`config.mk`:
```
export PLATFORM = sky130hd
export DESIGN_NAME = cop0_unit_flat
export DESIGN_NICKNAME = d
export VERILOG_FILES = /design/src/rtl/cop0_unit_if.sv /design/src/rtl/cop0_unit.sv /design/src/flat_wrapper.sv
export SDC_FILE = /design/constraint.sdc
export NUM_CORES = 1
export LEC_CHECK = 0
export CAP_MARGIN = 20
export CORE_MARGIN = 3
export CORE_UTILIZATION = 48
export CTS_CLUSTER_SIZE = 10
export DETAILED_ROUTE_END_ITERATION = 12
export HOLD_SLACK_MARGIN = 0.12
export PLACE_DENSITY = 0.77
export SLEW_MARGIN = 25
export SYNTH_ARGS = -nofsm -noshare
export SYNTH_HDL_FRONTEND = slang
export SYNTH_SLANG_ARGS = --single-unit
```
`constraint.sdc`:
```
create_clock -name clk -period 7 [get_ports clk]
set_input_delay 1.4 -clock clk [delete_from_list [all_inputs] [get_ports clk]]
set_output_delay 1.4 -clock clk [all_outputs]
set_load 0.01 [all_outputs]
```
`src/rtl/cop0_unit_if.sv`:
```
// cop0_unit_if: bus between the CPU control path and the CP0 unit.
//   MFC0 read port : rd_addr, rd_sel -> rd_data (combinational)
//   MTC0 write port: wr_en, wr_addr, wr_sel, wr_data
//   Exception port : exc_valid, exc_code, exc_pc, exc_bd, exc_badva_valid, exc_badva
//   ERET port      : eret_valid
//   Redirect       : redirect_valid (one-cycle pulse), redirect_pc
// modport master is the CPU side, modport slave is the CP0 side.
interface cop0_unit_if;
  logic [4:0]  rd_addr;
  logic [2:0]  rd_sel;
  logic [31:0] rd_data;

  logic        wr_en;
  logic [4:0]  wr_addr;
  logic [2:0]  wr_sel;
  logic [31:0] wr_data;

  logic        exc_valid;
  logic [4:0]  exc_code;
  logic [31:0] exc_pc;
  logic        exc_bd;
  logic        exc_badva_valid;
  logic [31:0] exc_badva;

  logic        eret_valid;

  logic        redirect_valid;
  logic [31:0] redirect_pc;

  modport master (
    output rd_addr, rd_sel, wr_en, wr_addr, wr_sel, wr_data,
           exc_valid, exc_code, exc_pc, exc_bd, exc_badva_valid, exc_badva, eret_valid,
    input  rd_data, redirect_valid, redirect_pc
  );

  modport slave (
    input  rd_addr, rd_sel, wr_en, wr_addr, wr_sel, wr_data,
           exc_valid, exc_code, exc_pc, exc_bd, exc_badva_valid, exc_badva, eret_valid,
    output rd_data, redirect_valid, redirect_pc
  );
endinterface

```
`src/rtl/cop0_unit.sv`:
```
// cop0_unit: System Control Coprocessor (CP0) for the multi-cycle CPU.
// Holds BadVAddr, Count, Compare, Status, Cause and EPC, runs the Count/Compare
// timer, computes a registered interrupt request and emits a registered redirect
// pulse on exception entry and ERET.
// Ports:
//   clk, reset  : clock, asynchronous active-high reset
//   hw_int      : level-sensitive external interrupt lines (Cause.IP[2+i])
//   bus         : cop0_unit_if.slave (MFC0/MTC0/exception/ERET/redirect)
//   int_req     : take an interrupt at the next instruction boundary
//   status_exl  : Status.EXL
// Optional feature: define COP0_CONFIG_EN to make PRId(15,0) and Config(16,0)
// readable; otherwise they read 0 like every other unimplemented register.
module cop0_unit #(
  parameter int unsigned NUM_HW_INT = 6,
  parameter int unsigned COUNT_DIV  = 2,
  parameter logic [31:0] EXC_VECTOR = 32'hbfc00380
) (
  input  logic                  clk,
  input  logic                  reset,
  input  logic [NUM_HW_INT-1:0] hw_int,
  cop0_unit_if.slave            bus,
  output logic                  int_req,
  output logic                  status_exl
);

  localparam logic [4:0] RegBadVAddr = 5'd8;
  localparam logic [4:0] RegCount    = 5'd9;
  localparam logic [4:0] RegCompare  = 5'd11;
  localparam logic [4:0] RegStatus   = 5'd12;
  localparam logic [4:0] RegCause    = 5'd13;
  localparam logic [4:0] RegEpc      = 5'd14;
`ifdef COP0_CONFIG_EN
  localparam logic [4:0]  RegPrid    = 5'd15;
  localparam logic [4:0]  RegConfig  = 5'd16;
  localparam logic [31:0] PridVal    = 32'h00004220;
  localparam logic [31:0] ConfigVal  = 32'h80000000 | ((COUNT_DIV == 2) ? 32'h0 : 32'h8);
`endif

  localparam logic [3:0] DivMax = 4'(COUNT_DIV - 1);

  // Architectural state
  logic [31:0]           badvaddr_q, badvaddr_d;
  logic [31:0]           count_q, count_d;
  logic [31:0]           compare_q, compare_d;
  logic [31:0]           epc_q, epc_d;
  logic [7:0]            im_q, im_d;
  logic                  exl_q, exl_d;
  logic                  ie_q, ie_d;
  logic                  bd_q, bd_d;
  logic                  ti_q, ti_d;
  logic [1:0]            ip_sw_q, ip_sw_d;
  logic [4:0]            exc_code_q, exc_code_d;
  // Timer prescaler and registered interrupt lines
  logic [3:0]            div_q, div_d;
  logic [NUM_HW_INT-1:0] hw_int_q, hw_int_d;
  // Registered outputs
  logic                  int_req_q, int_req_d;
  logic                  redirect_valid_q, redirect_valid_d;
  logic [31:0]           redirect_pc_q, redirect_pc_d;

  logic [7:0]  cause_ip;
  logic [31:0] status_val;
  logic [31:0] cause_val;
  logic        tick;
  logic        wr_acc;

  // Cause.IP[7:0]: software bits, registered hw lines, and the timer folded into IP[7].
  always_comb begin
    cause_ip      = '0;
    cause_ip[1:0] = ip_sw_q;
    for (int i = 0; i < int'(NUM_HW_INT); i++) begin
      cause_ip[2+i] = hw_int_q[i];
    end
    cause_ip[7] = cause_ip[7] | ti_q;
  end

  assign status_val = {9'b0, 1'b1, 6'b0, im_q, 6'b0, exl_q, ie_q};
  assign cause_val  = {bd_q, ti_q, 14'b0, cause_ip, 1'b0, exc_code_q, 2'b0};

  // MFC0 read mux; reflects current state, so a same-cycle write is not visible yet.
  always_comb begin
    bus.rd_data = '0;
    if (bus.rd_sel == 3'd0) begin
      case (bus.rd_addr)
        RegBadVAddr: bus.rd_data = badvaddr_q;
        RegCount:    bus.rd_data = count_q;
        RegCompare:  bus.rd_data = compare_q;
        RegStatus:   bus.rd_data = status_val;
        RegCause:    bus.rd_data = cause_val;
        RegEpc:      bus.rd_data = epc_q;
`ifdef COP0_CONFIG_EN
        RegPrid:     bus.rd_data = PridVal;
        RegConfig:   bus.rd_data = ConfigVal;
`endif
        default:     bus.rd_data = '0;
      endcase
    end
  end

  // An MTC0 is accepted only when no exception or ERET commits in the same cycle.
  assign wr_acc = bus.wr_en & ~bus.exc_valid & ~bus.eret_valid & (bus.wr_sel == 3'd0);
  assign tick   = (div_q == DivMax);

  always_comb begin
    badvaddr_d       = badvaddr_q;
    count_d          = count_q;
    compare_d        = compare_q;
    epc_d            = epc_q;
    im_d             = im_q;
    exl_d            = exl_q;
    ie_d             = ie_q;
    bd_d             = bd_q;
    ti_d             = ti_q;
    ip_sw_d          = ip_sw_q;
    exc_code_d       = exc_code_q;
    hw_int_d         = hw_int;
    int_req_d        = ie_q & ~exl_q & (|(cause_ip & im_q));
    redirect_valid_d = 1'b0;
    redirect_pc_d    = redirect_pc_q;

    // Free-running timer; TI latches on the increment that reaches Compare.
    div_d = tick ? 4'd0 : div_q + 4'd1;
    if (tick) begin
      count_d = count_q + 32'd1;
      if (count_q + 32'd1 == compare_q) begin
        ti_d = 1'b1;
      end
    end

    if (bus.exc_valid) begin
      exc_code_d = bus.exc_code;
      // A nested exception keeps the original return point.
      if (!exl_q) begin
        epc_d = bus.exc_bd ? bus.exc_pc - 32'd4 : bus.exc_pc;
        bd_d  = bus.exc_bd;
        exl_d = 1'b1;
      end
      if (bus.exc_badva_valid) begin
        badvaddr_d = bus.exc_badva;
      end
      redirect_valid_d = 1'b1;
      redirect_pc_d    = EXC_VECTOR;
    end else if (bus.eret_valid) begin
      exl_d            = 1'b0;
      redirect_valid_d = 1'b1;
      redirect_pc_d    = epc_q;
    end else if (wr_acc) begin
      case (bus.wr_addr)
        RegCount: begin
          // A Count load replaces this cycle's increment and restarts the prescaler.
          count_d = bus.wr_data;
          div_d   = 4'd0;
          ti_d    = ti_q;
        end
        RegCompare: begin
          compare_d = bus.wr_data;
          ti_d      = 1'b0;
        end
        RegStatus: begin
          im_d  = bus.wr_data[15:8];
          exl_d = bus.wr_data[1];
          ie_d  = bus.wr_data[0];
        end
        RegCause: ip_sw_d = bus.wr_data[9:8];
        RegEpc:   epc_d   = bus.wr_data;
        // BadVAddr is only loaded by exceptions.
        default: ;
      endcase
    end
  end

  always_ff @(posedge clk or posedge reset) begin
    if (reset) begin
      badvaddr_q       <= '0;
      count_q          <= '0;
      compare_q        <= '0;
      epc_q            <= '0;
      im_q             <= '0;
      exl_q            <= 1'b0;
      ie_q             <= 1'b0;
      bd_q             <= 1'b0;
      ti_q             <= 1'b0;
      ip_sw_q          <= '0;
      exc_code_q       <= '0;
      div_q            <= '0;
      hw_int_q         <= '0;
      int_req_q        <= 1'b0;
      redirect_valid_q <= 1'b0;
      redirect_pc_q    <= '0;
    end else begin
      badvaddr_q       <= badvaddr_d;
      count_q          <= count_d;
      compare_q        <= compare_d;
      epc_q            <= epc_d;
      im_q             <= im_d;
      exl_q            <= exl_d;
      ie_q             <= ie_d;
      bd_q             <= bd_d;
      ti_q             <= ti_d;
      ip_sw_q          <= ip_sw_d;
      exc_code_q       <= exc_code_d;
      div_q            <= div_d;
      hw_int_q         <= hw_int_d;
      int_req_q        <= int_req_d;
      redirect_valid_q <= redirect_valid_d;
      redirect_pc_q    <= redirect_pc_d;
    end
  end

  assign int_req            = int_req_q;
  assign status_exl         = exl_q;
  assign bus.redirect_valid = redirect_valid_q;
  assign bus.redirect_pc    = redirect_pc_q;

endmodule

```
`src/flat_wrapper.sv`:
```
// flat-port wrapper written by rule: the top's interface ports become plain ports
module cop0_unit_flat 
#(
  parameter int unsigned NUM_HW_INT = 6,
  parameter int unsigned COUNT_DIV  = 2,
  parameter logic [31:0] EXC_VECTOR = 32'hbfc00380
)
  (clk, reset, hw_int, int_req, status_exl, bus_rd_addr, bus_rd_sel, bus_wr_en, bus_wr_addr, bus_wr_sel, bus_wr_data, bus_exc_valid, bus_exc_code, bus_exc_pc, bus_exc_bd, bus_exc_badva_valid, bus_exc_badva, bus_eret_valid, bus_rd_data, bus_redirect_valid, bus_redirect_pc);
  cop0_unit_if bus_i ();
  input  logic clk;
  input  logic reset;
  input  logic [NUM_HW_INT-1:0] hw_int;
  output logic int_req;
  output logic status_exl;
  input wire logic [$bits(bus_i.rd_addr)-1:0] bus_rd_addr;
  input wire logic [$bits(bus_i.rd_sel)-1:0] bus_rd_sel;
  input wire logic [$bits(bus_i.wr_en)-1:0] bus_wr_en;
  input wire logic [$bits(bus_i.wr_addr)-1:0] bus_wr_addr;
  input wire logic [$bits(bus_i.wr_sel)-1:0] bus_wr_sel;
  input wire logic [$bits(bus_i.wr_data)-1:0] bus_wr_data;
  input wire logic [$bits(bus_i.exc_valid)-1:0] bus_exc_valid;
  input wire logic [$bits(bus_i.exc_code)-1:0] bus_exc_code;
  input wire logic [$bits(bus_i.exc_pc)-1:0] bus_exc_pc;
  input wire logic [$bits(bus_i.exc_bd)-1:0] bus_exc_bd;
  input wire logic [$bits(bus_i.exc_badva_valid)-1:0] bus_exc_badva_valid;
  input wire logic [$bits(bus_i.exc_badva)-1:0] bus_exc_badva;
  input wire logic [$bits(bus_i.eret_valid)-1:0] bus_eret_valid;
  output wire logic [$bits(bus_i.rd_data)-1:0] bus_rd_data;
  output wire logic [$bits(bus_i.redirect_valid)-1:0] bus_redirect_valid;
  output wire logic [$bits(bus_i.redirect_pc)-1:0] bus_redirect_pc;
  assign bus_i.rd_addr = bus_rd_addr;
  assign bus_i.rd_sel = bus_rd_sel;
  assign bus_i.wr_en = bus_wr_en;
  assign bus_i.wr_addr = bus_wr_addr;
  assign bus_i.wr_sel = bus_wr_sel;
  assign bus_i.wr_data = bus_wr_data;
  assign bus_i.exc_valid = bus_exc_valid;
  assign bus_i.exc_code = bus_exc_code;
  assign bus_i.exc_pc = bus_exc_pc;
  assign bus_i.exc_bd = bus_exc_bd;
  assign bus_i.exc_badva_valid = bus_exc_badva_valid;
  assign bus_i.exc_badva = bus_exc_badva;
  assign bus_i.eret_valid = bus_eret_valid;
  assign bus_rd_data = bus_i.rd_data;
  assign bus_redirect_valid = bus_i.redirect_valid;
  assign bus_redirect_pc = bus_i.redirect_pc;
  cop0_unit #(.NUM_HW_INT(NUM_HW_INT), .COUNT_DIV(COUNT_DIV), .EXC_VECTOR(EXC_VECTOR)) u_core (.clk(clk), .reset(reset), .hw_int(hw_int), .bus(bus_i), .int_req(int_req), .status_exl(status_exl));
endmodule
```
==> results.md, run 1 <==
* Worst-skew pair later-pin latency at roughly 0.44 ns
* Ports at between 150 and 200
* Clk buf depth at 2
* Routed WL per cell at ~22 µm
* Fin. max-slew vios at 0
* GPL Wtd Cong at around 0.93
* Sw Ratio at 30.57%
* WP data arrival at 4.30 ns
* Outcome: finished, final reports clean
* Synth async-reset ratio at 100.0%
* Mapped cell area at 0.01106 mm²
* Pint at 2.002 mW
* Post-Route Skew at 0.01141 ns
* CP Class: in2out
* Flop pwr share at 48.1%
* Power Dens Cells at 211.6 mW/mm²
* Layout Cells excl Fill at ~1600
* HPWL after DPL at 25010 µm
* Drt pass-1 iters at 5
* Syn avg cell area at 9.898 µm²
* Row count at 54
* Design Area, Final at 0.01362 mm²
* FF+latch count, synth at ~190
* Primary FF master, synth: dfrtp_1
* Worst Hold Class: reg2reg
* Most frequent cells in the layout: clkdlybuf4s50_1 (193), dfrtp_1 (191), nand2_1 (132)
* Hold Path Sink: u_core.badvaddr_q[6]
* Final worst slack at 1.300 ns
* Commonest non-fill, non-tap cell in the layout: clkdlybuf4s50_1
* RSZ-0062 raised after global routing: no
* Final period util at 81.43%
* Global-route wire length before repair at 52540 µm
* Die X at 157.8 µm
* Share of layout cells above drive strength 1 at 10.82%
* P&R area growth vs syn at 23.23%
* Register area share after synthesis at 43.23%
* Reg2reg start: u_core.div_q[1]
* Final setup vio count at 0
* Flip-flop and latch area at 0.004780 mm²
* CTS clk-pin slew, worst paths at 0.07 ns
* Cells after synthesis at about 1100
* Placed instance count at 1524
* Reg2Reg Setup Slack at 4.31 ns
* NetSw at 881.2 µW
* Vias per cell at 5.949
* WHS at 0.5104 ns
* FF-to-FF End: u_core.ti_q
* Worst Reg-to-Reg Cells at 7
* Setup crit start kind: primary input
* Crit Path Max Fanout at 16
* Slew @ Worst Pin at 1.030 ns
* # fillers at 1834
* Initial core utilization at approximately 50%
* FMAX at 0.1754 GHz
* Largest net degree at the start of global routing at 99
* ANT nets after route at 0
* Tot GR Track Use at 27.68%
* Min Clock Period, post-route at 5.700 ns
* Max_cap viols at 0
* Vias in the first global route at between 9000 and 10000
* Worst rel slew slack at 31.33%
* Clock Root Buffer: clkbuf_16
* Multi-input logic area at 0.005839 mm²
* Dpl ws at between 1 and 1.5 ns
* Post-CTS Hold Fix Bufs at 0
* PortBufs at just under 200
* Initial DRC Count at approximately 840
* Pwr Total at 2.883 mW
* Syn Nets at 1249
* Hold Startpoint: u_core.badvaddr_q[6]
* Die area at 0.02489 mm²
* Antenna violations before repair at 3
* Leakage at 5.537 nW
* Synth unique cells at 70
* Post-layout nets at approximately 1400
* Post-Route WL at 34090 µm
* Number of synthesized flops with an enable pin at 0
* Gr ovfl total at 0
* Worst Path Required at about 5.6 ns
* Resize count post-CTS at 0
* Clock sinks at between 150 and 200
* Combinational Power Share at 17.7%
* Final Hold Fails at 0
* TritonCTS clock tree: yes
* Crit end category: output port
* CORE AREA at 0.02223 mm²
* Die Ht at 157.8 µm
* Peak VDD IR at 0.1916 mV
* Htree depth at 4
* Setup Fix Bufs, Post-CTS at 0
* Clock Power Share at 34.2%
* Cell area after placement at 0.01303 mm²
* Final TNS setup at 0 ns
* WHS Path Cells at 1
* Ys Warns at 0
* Core Util, Final at 61.29%
* Vias after detailed routing at between 9000 and 10000
* TritonCTS Buffers at 17
* DR DRC count at 0
-- area by class of cell --
type	count	area share, %
tap	280	2.571
timing repair buffer	207	14.91
clock inverter	14	1.074
antenna	1	0.01837
sequential	191	35.08
inverter	8	0.2571
clock buffer	18	3.223
multi-input combinational	838	42.86
-- routing by layer --
| metal | up-vias | track usage (%) | routed length (µm) |
|---|---|---|---|
| li1 | 4251 | - | - |
| met1 | 4510 | 36.33 | 14060 |
| met2 | 426 | 44.39 | 15760 |
| met3 | 71 | 6.042 | 2767 |
| met4 | 4 | 11.90 | 1485 |
| met5 | - | 0 | 21 |
-- cells by family after synthesis --
| family | synth area share [%] |
|---|---|
| adders and majority gates | 0.2263 |
| buffers and inverters | 4.052 |
| DFF | 43.23 |
| muxes | 14.25 |
| AOI/OAI and AO/OA | 12.00 |
| and+or+nand+nor | 18.16 |
| xor gates and xnor gates | 8.081 |
-- synthesized netlist by cell type, types with 3 or more instances --
library cell | number | area (µm²)
a211o_1 | 14 | 122.6
a211oi_1 | 3 | 22.52
a211oi_2 | 4 | 50.05
a21o_1 | 7 | 52.55
a21oi_1 | 19 | 95.09
a221oi_1 | 27 | 236.5
a22oi_1 | 14 | 105.1
a31oi_1 | 3 | 18.77
and3_1 | 5 | 31.28
buf_1 | 8 | 30.03
buf_2 | 15 | 75.07
buf_4 | 7 | 52.55
buf_6 | 8 | 90.09
clkbuf_1 | 40 | 150.1
dfrtp_1 | 191 | 4780
inv_1 | 8 | 30.03
mux2_1 | 30 | 337.8
mux2_2 | 53 | 596.8
mux2i_1 | 64 | 640.6
nand2_1 | 133 | 499.2
nand2b_1 | 9 | 56.30
nand3_1 | 11 | 55.05
nand4_1 | 16 | 100.1
nand4_4 | 3 | 63.81
nor2_1 | 107 | 401.6
nor2b_1 | 16 | 100.1
nor3_1 | 20 | 100.1
nor3_2 | 4 | 40.04
nor3b_1 | 3 | 22.52
nor4_1 | 13 | 81.33
nor4_2 | 4 | 50.05
o21ai_0 | 44 | 220.2
o21ai_1 | 54 | 270.3
or3_1 | 7 | 43.79
or4_4 | 5 | 56.30
xnor2_1 | 62 | 543.0
xor2_1 | 40 | 350.3
-- power by group through the flow --
stage | clock, mW | sequential, mW | combinational [mW]
2_1_floorplan | 0 | 1.33 | 0.344
3_3_place_gp | 0 | 1.40 | 0.496
3_5_place_dp | 0 | 1.40 | 0.507
4_1_cts | 0.991 | 1.38 | 0.512
5_1_grt | 1.04 | 1.40 | 0.559
6_report | 0.986 | 1.39 | 0.512
-- flip-flops by register name, summed over array words and instances (netlist names) --
name and count:
u_core.ip_sw_q 2, u_core.hw_int_q 6, u_core.exc_code_q 5, u_core.div_q 4, u_core.bus.redirect_pc 32, u_core.status_exl 1
u_core.compare_q 32, u_core.bd_q 1, u_core.badvaddr_q 32, u_core.count_q 32, u_core.im_q 8, u_core.int_req 1
u_core.ie_q 1, u_core.bus.redirect_valid 1, u_core.ti_q 1, u_core.epc_q 32
-- worst max path at each step --
| stage | from | end | slack, ns | depth (start not counted) |
|---|---|---|---|---|
| floorplan | reset | u_core.badvaddr_q[0] | 0.40 | 1 |
| global placement | bus_rd_addr[3] | bus_rd_data[31] | 1.43 | 8 |
| detailed placement | bus_rd_addr[3] | bus_rd_data[31] | 1.38 | 8 |
| CTS | bus_rd_addr[3] | bus_rd_data[26] | 1.35 | 8 |
| global route | bus_rd_addr[3] | bus_rd_data[23] | 1.13 | 8 |
| finish | bus_rd_addr[3] | bus_rd_data[23] | 1.30 | 8 |
-- worst max-delay path, cell delays in order --
cell and delay (ns):
clkdlybuf4s50_1 0.44, nor2b_1 0.30, nor2b_1 0.34, and3_1 0.66, buf_4 0.35, a221oi_1 0.12, nor2_1 0.12, clkdlybuf4s50_1 0.56
Note: power is estimated with default switching activity, not from simulation.
==> run 2, diff against run 1 <==
clock period = 5.2 ns   (was 7 ns; I/O delays follow)
==> run 2 against run 1 <==
Against the previous run: sequential cell count unchanged; register-to-register slack got worse by 1.8 ns; sequential power increased by 34%; first-iteration DRC count increased by 0.83%; die area unchanged; largest power group unchanged; core utilization increased by 0.38 points; critical path type unchanged; worst setup slack got worse by 0.83 ns.
==> results.md, run 2 (synthesis gave the netlist of run 1 again) <==
* TritonCTS Buffers at 17 (unchanged)
* Post-Route Skew at 0.01029 ns (-0.001124 ns)
* CORE AREA at 0.02223 mm² (unchanged)
* HPWL after DPL at 24960 µm (-0.20%)
* Flop pwr share at 48.1% (about the same)
* NetSw at 1.186 mW (+35%)
* Worst-skew pair later-pin latency at 0.44 ns (about the same)
* CTS clk-pin slew, worst paths at 0.07 ns (about the same)
* Crit Path Max Fanout at 19 (+3)
* Pint at 2.684 mW (+34%)
* Final period util at about 91%
* Cell area after placement at 0.01311 mm² (+0.59%)
* P&R area growth vs syn at 24.00%
* WHS Path Cells at 1 (unchanged)
* Initial core utilization at 49.74% (unchanged)
* Gr ovfl total at 0 (unchanged)
* Power Dens Cells at 282.3 mW/mm² (+33%)
* Clock sinks at 191 (unchanged)
* Post-CTS Hold Fix Bufs at 0 (unchanged)
* Vias after detailed routing at 9296 (+0.37%)
* RSZ-0062 raised after global routing: no
* Die X at 157.8 µm (unchanged)
* Die Ht at 157.8 µm (unchanged)
* WHS at 0.5137 ns (+0.003282 ns)
* Global-route wire length before repair at 51960 µm (-1.1%)
* Fin. max-slew vios at 0 (unchanged)
* Vias in the first global route at 9191 (-0.076%)
* Combinational Power Share at 18.1% (+0.4 points)
* Leakage at 5.585 nW (+0.88%)
* Worst Hold Class: reg2reg
* PortBufs at 196 (unchanged)
* Post-Route WL at 33710 µm (-1.1%)
* Final TNS setup at 0 ns (unchanged)
* Share of layout cells above drive strength 1 at 11.43% (+0.62 points)
* WP data arrival at 3.69 ns (-0.61 ns)
* GPL Wtd Cong at 0.9286 (+0.30%)
* Final setup vio count at 0 (unchanged)
* Vias per cell at 5.936 (-0.21%)
* Dpl ws at 0.4541 ns (-0.9266 ns)
* Resize count post-CTS at 0 (unchanged)
* Min Clock Period, post-route at 4.726 ns
* Worst Path Required at 4.16 ns (-1.44 ns)
* ANT nets after route at 0 (unchanged)
* Setup crit start kind: primary input
* CP Class: in2out
* Final worst slack at 0.4738 ns (-0.8258 ns)
* Initial DRC Count at 849 (+0.83%)
* Final Hold Fails at 0 (unchanged)
* DR DRC count at 0 (unchanged)
* Row count at 54 (unchanged)
* Antenna violations before repair at 2 (-1)
* TritonCTS clock tree: yes
* Peak VDD IR at 0.2272 mV (+19%)
* Commonest non-fill, non-tap cell in the layout: clkdlybuf4s50_1
* # diodes at 0 (-1)
* Design Area, Final at 0.01371 mm² (+0.62%)
* Max_cap viols at 0 (unchanged)
* Routed WL per cell at 21.52 µm (-1.7%)
* Htree depth at 4 (unchanged)
* Tot GR Track Use at 27.24% (-0.45 points)
* Ports at 197 (unchanged)
* Drt pass-1 iters at 5 (unchanged)
* Post-layout nets at 1405 (+0.72%)
* Most frequent cells in the layout: clkdlybuf4s50_1 (193), dfrtp_1 (191), nand2_1 (133)
* Pwr Total at 3.870 mW (+34%)
* FMAX at 0.2116 GHz
* Worst rel slew slack at 41.74% (+10 points)
* Slew @ Worst Pin at 0.8719 ns (-0.1583 ns)
* Clock Power Share at 33.9% (-0.3 points)
* Worst Reg-to-Reg Cells at 8 (+1)
* Clk buf depth at 2 (unchanged)
* Largest net degree at the start of global routing at 110 (+11%)
* Sw Ratio at 30.65% (+0.081 points)
* Outcome: finished, final reports clean
* Clock Root Buffer: clkbuf_16
* Die area at 0.02489 mm² (unchanged)
* Crit end category: output port
* Setup Fix Bufs, Post-CTS at 0 (unchanged)
[run 2: cell count changes in the layout (fill, tap and decap cells not counted), sizes merged]
cell	before	now
buf	14	24
diode	1	0
clkbuf	18	17
clkinv	6	4
clkinvlp	1	3
inv	14	15
[run 2: final cells by class]
cell class / count / area [µm²]
Multi-Input combinational cell: 838 / 5836
Clock buffer: 17 / 425.4
Tap cell: 280 / 350.3
Inverter: 8 / 33.78
Fill cell: 1867 / 8519
Sequential cell: 191 / 4780
Clock inverter: 15 / 150.1
Timing Repair Buffer: 217 / 2135
[run 2: path summary, 6_finish.rpt]
kind,from,end,slack [ns]
min in group asynchronous,reset,u_core.bus.redirect_pc[4],0.89
worst max-delay path,bus_rd_sel[1],bus_rd_data[18],0.47
worst min register to register,u_core.badvaddr_q[17],u_core.badvaddr_q[17],0.51
worst min-delay path,u_core.badvaddr_q[17],u_core.badvaddr_q[17],0.51
worst max register to register,u_core.count_q[0],u_core.ti_q,2.51
max in group asynchronous,reset,u_core.count_q[15],3.27
[run 2: layer usage]
layer,up-vias,wire length (µm),track usage (%),part of all wire [%]
li1,4279,-,-,-
met1,4525,14490,36.64,43
met2,418,15390,43.35,46
met3,70,2412,5.549,7.2
met4,4,1392,10.87,4.1
met5,-,22,0,0.065
[run 2: power by group through the flow]
stage | sequential [mW] | combinational, mW | clock, mW
floorplan | 1.79 | 0.463 | 0
global placement | 1.88 | 0.674 | 0
detailed placement | 1.88 | 0.693 | 0
CTS | 1.85 | 0.699 | 1.32
global route | 1.88 | 0.763 | 1.38
finish | 1.86 | 0.699 | 1.31
[run 2: critical path: stages]
cell	delay [ns]
clkdlybuf4s50_1	0.39
or3_1	0.50
a21oi_1	0.17
nand2_1	0.53
buf_4	0.39
nor2_1	0.11
clkdlybuf4s50_1	0.55
[run 2: metrics by stage]
stage,cells,utilization [%]
final,1566,61.67
after global routing,1566,61.67
after CTS,1565,61.57
after detailed placement,1533,58.98
after global placement,1533,58.98
after floorplan,1117,-
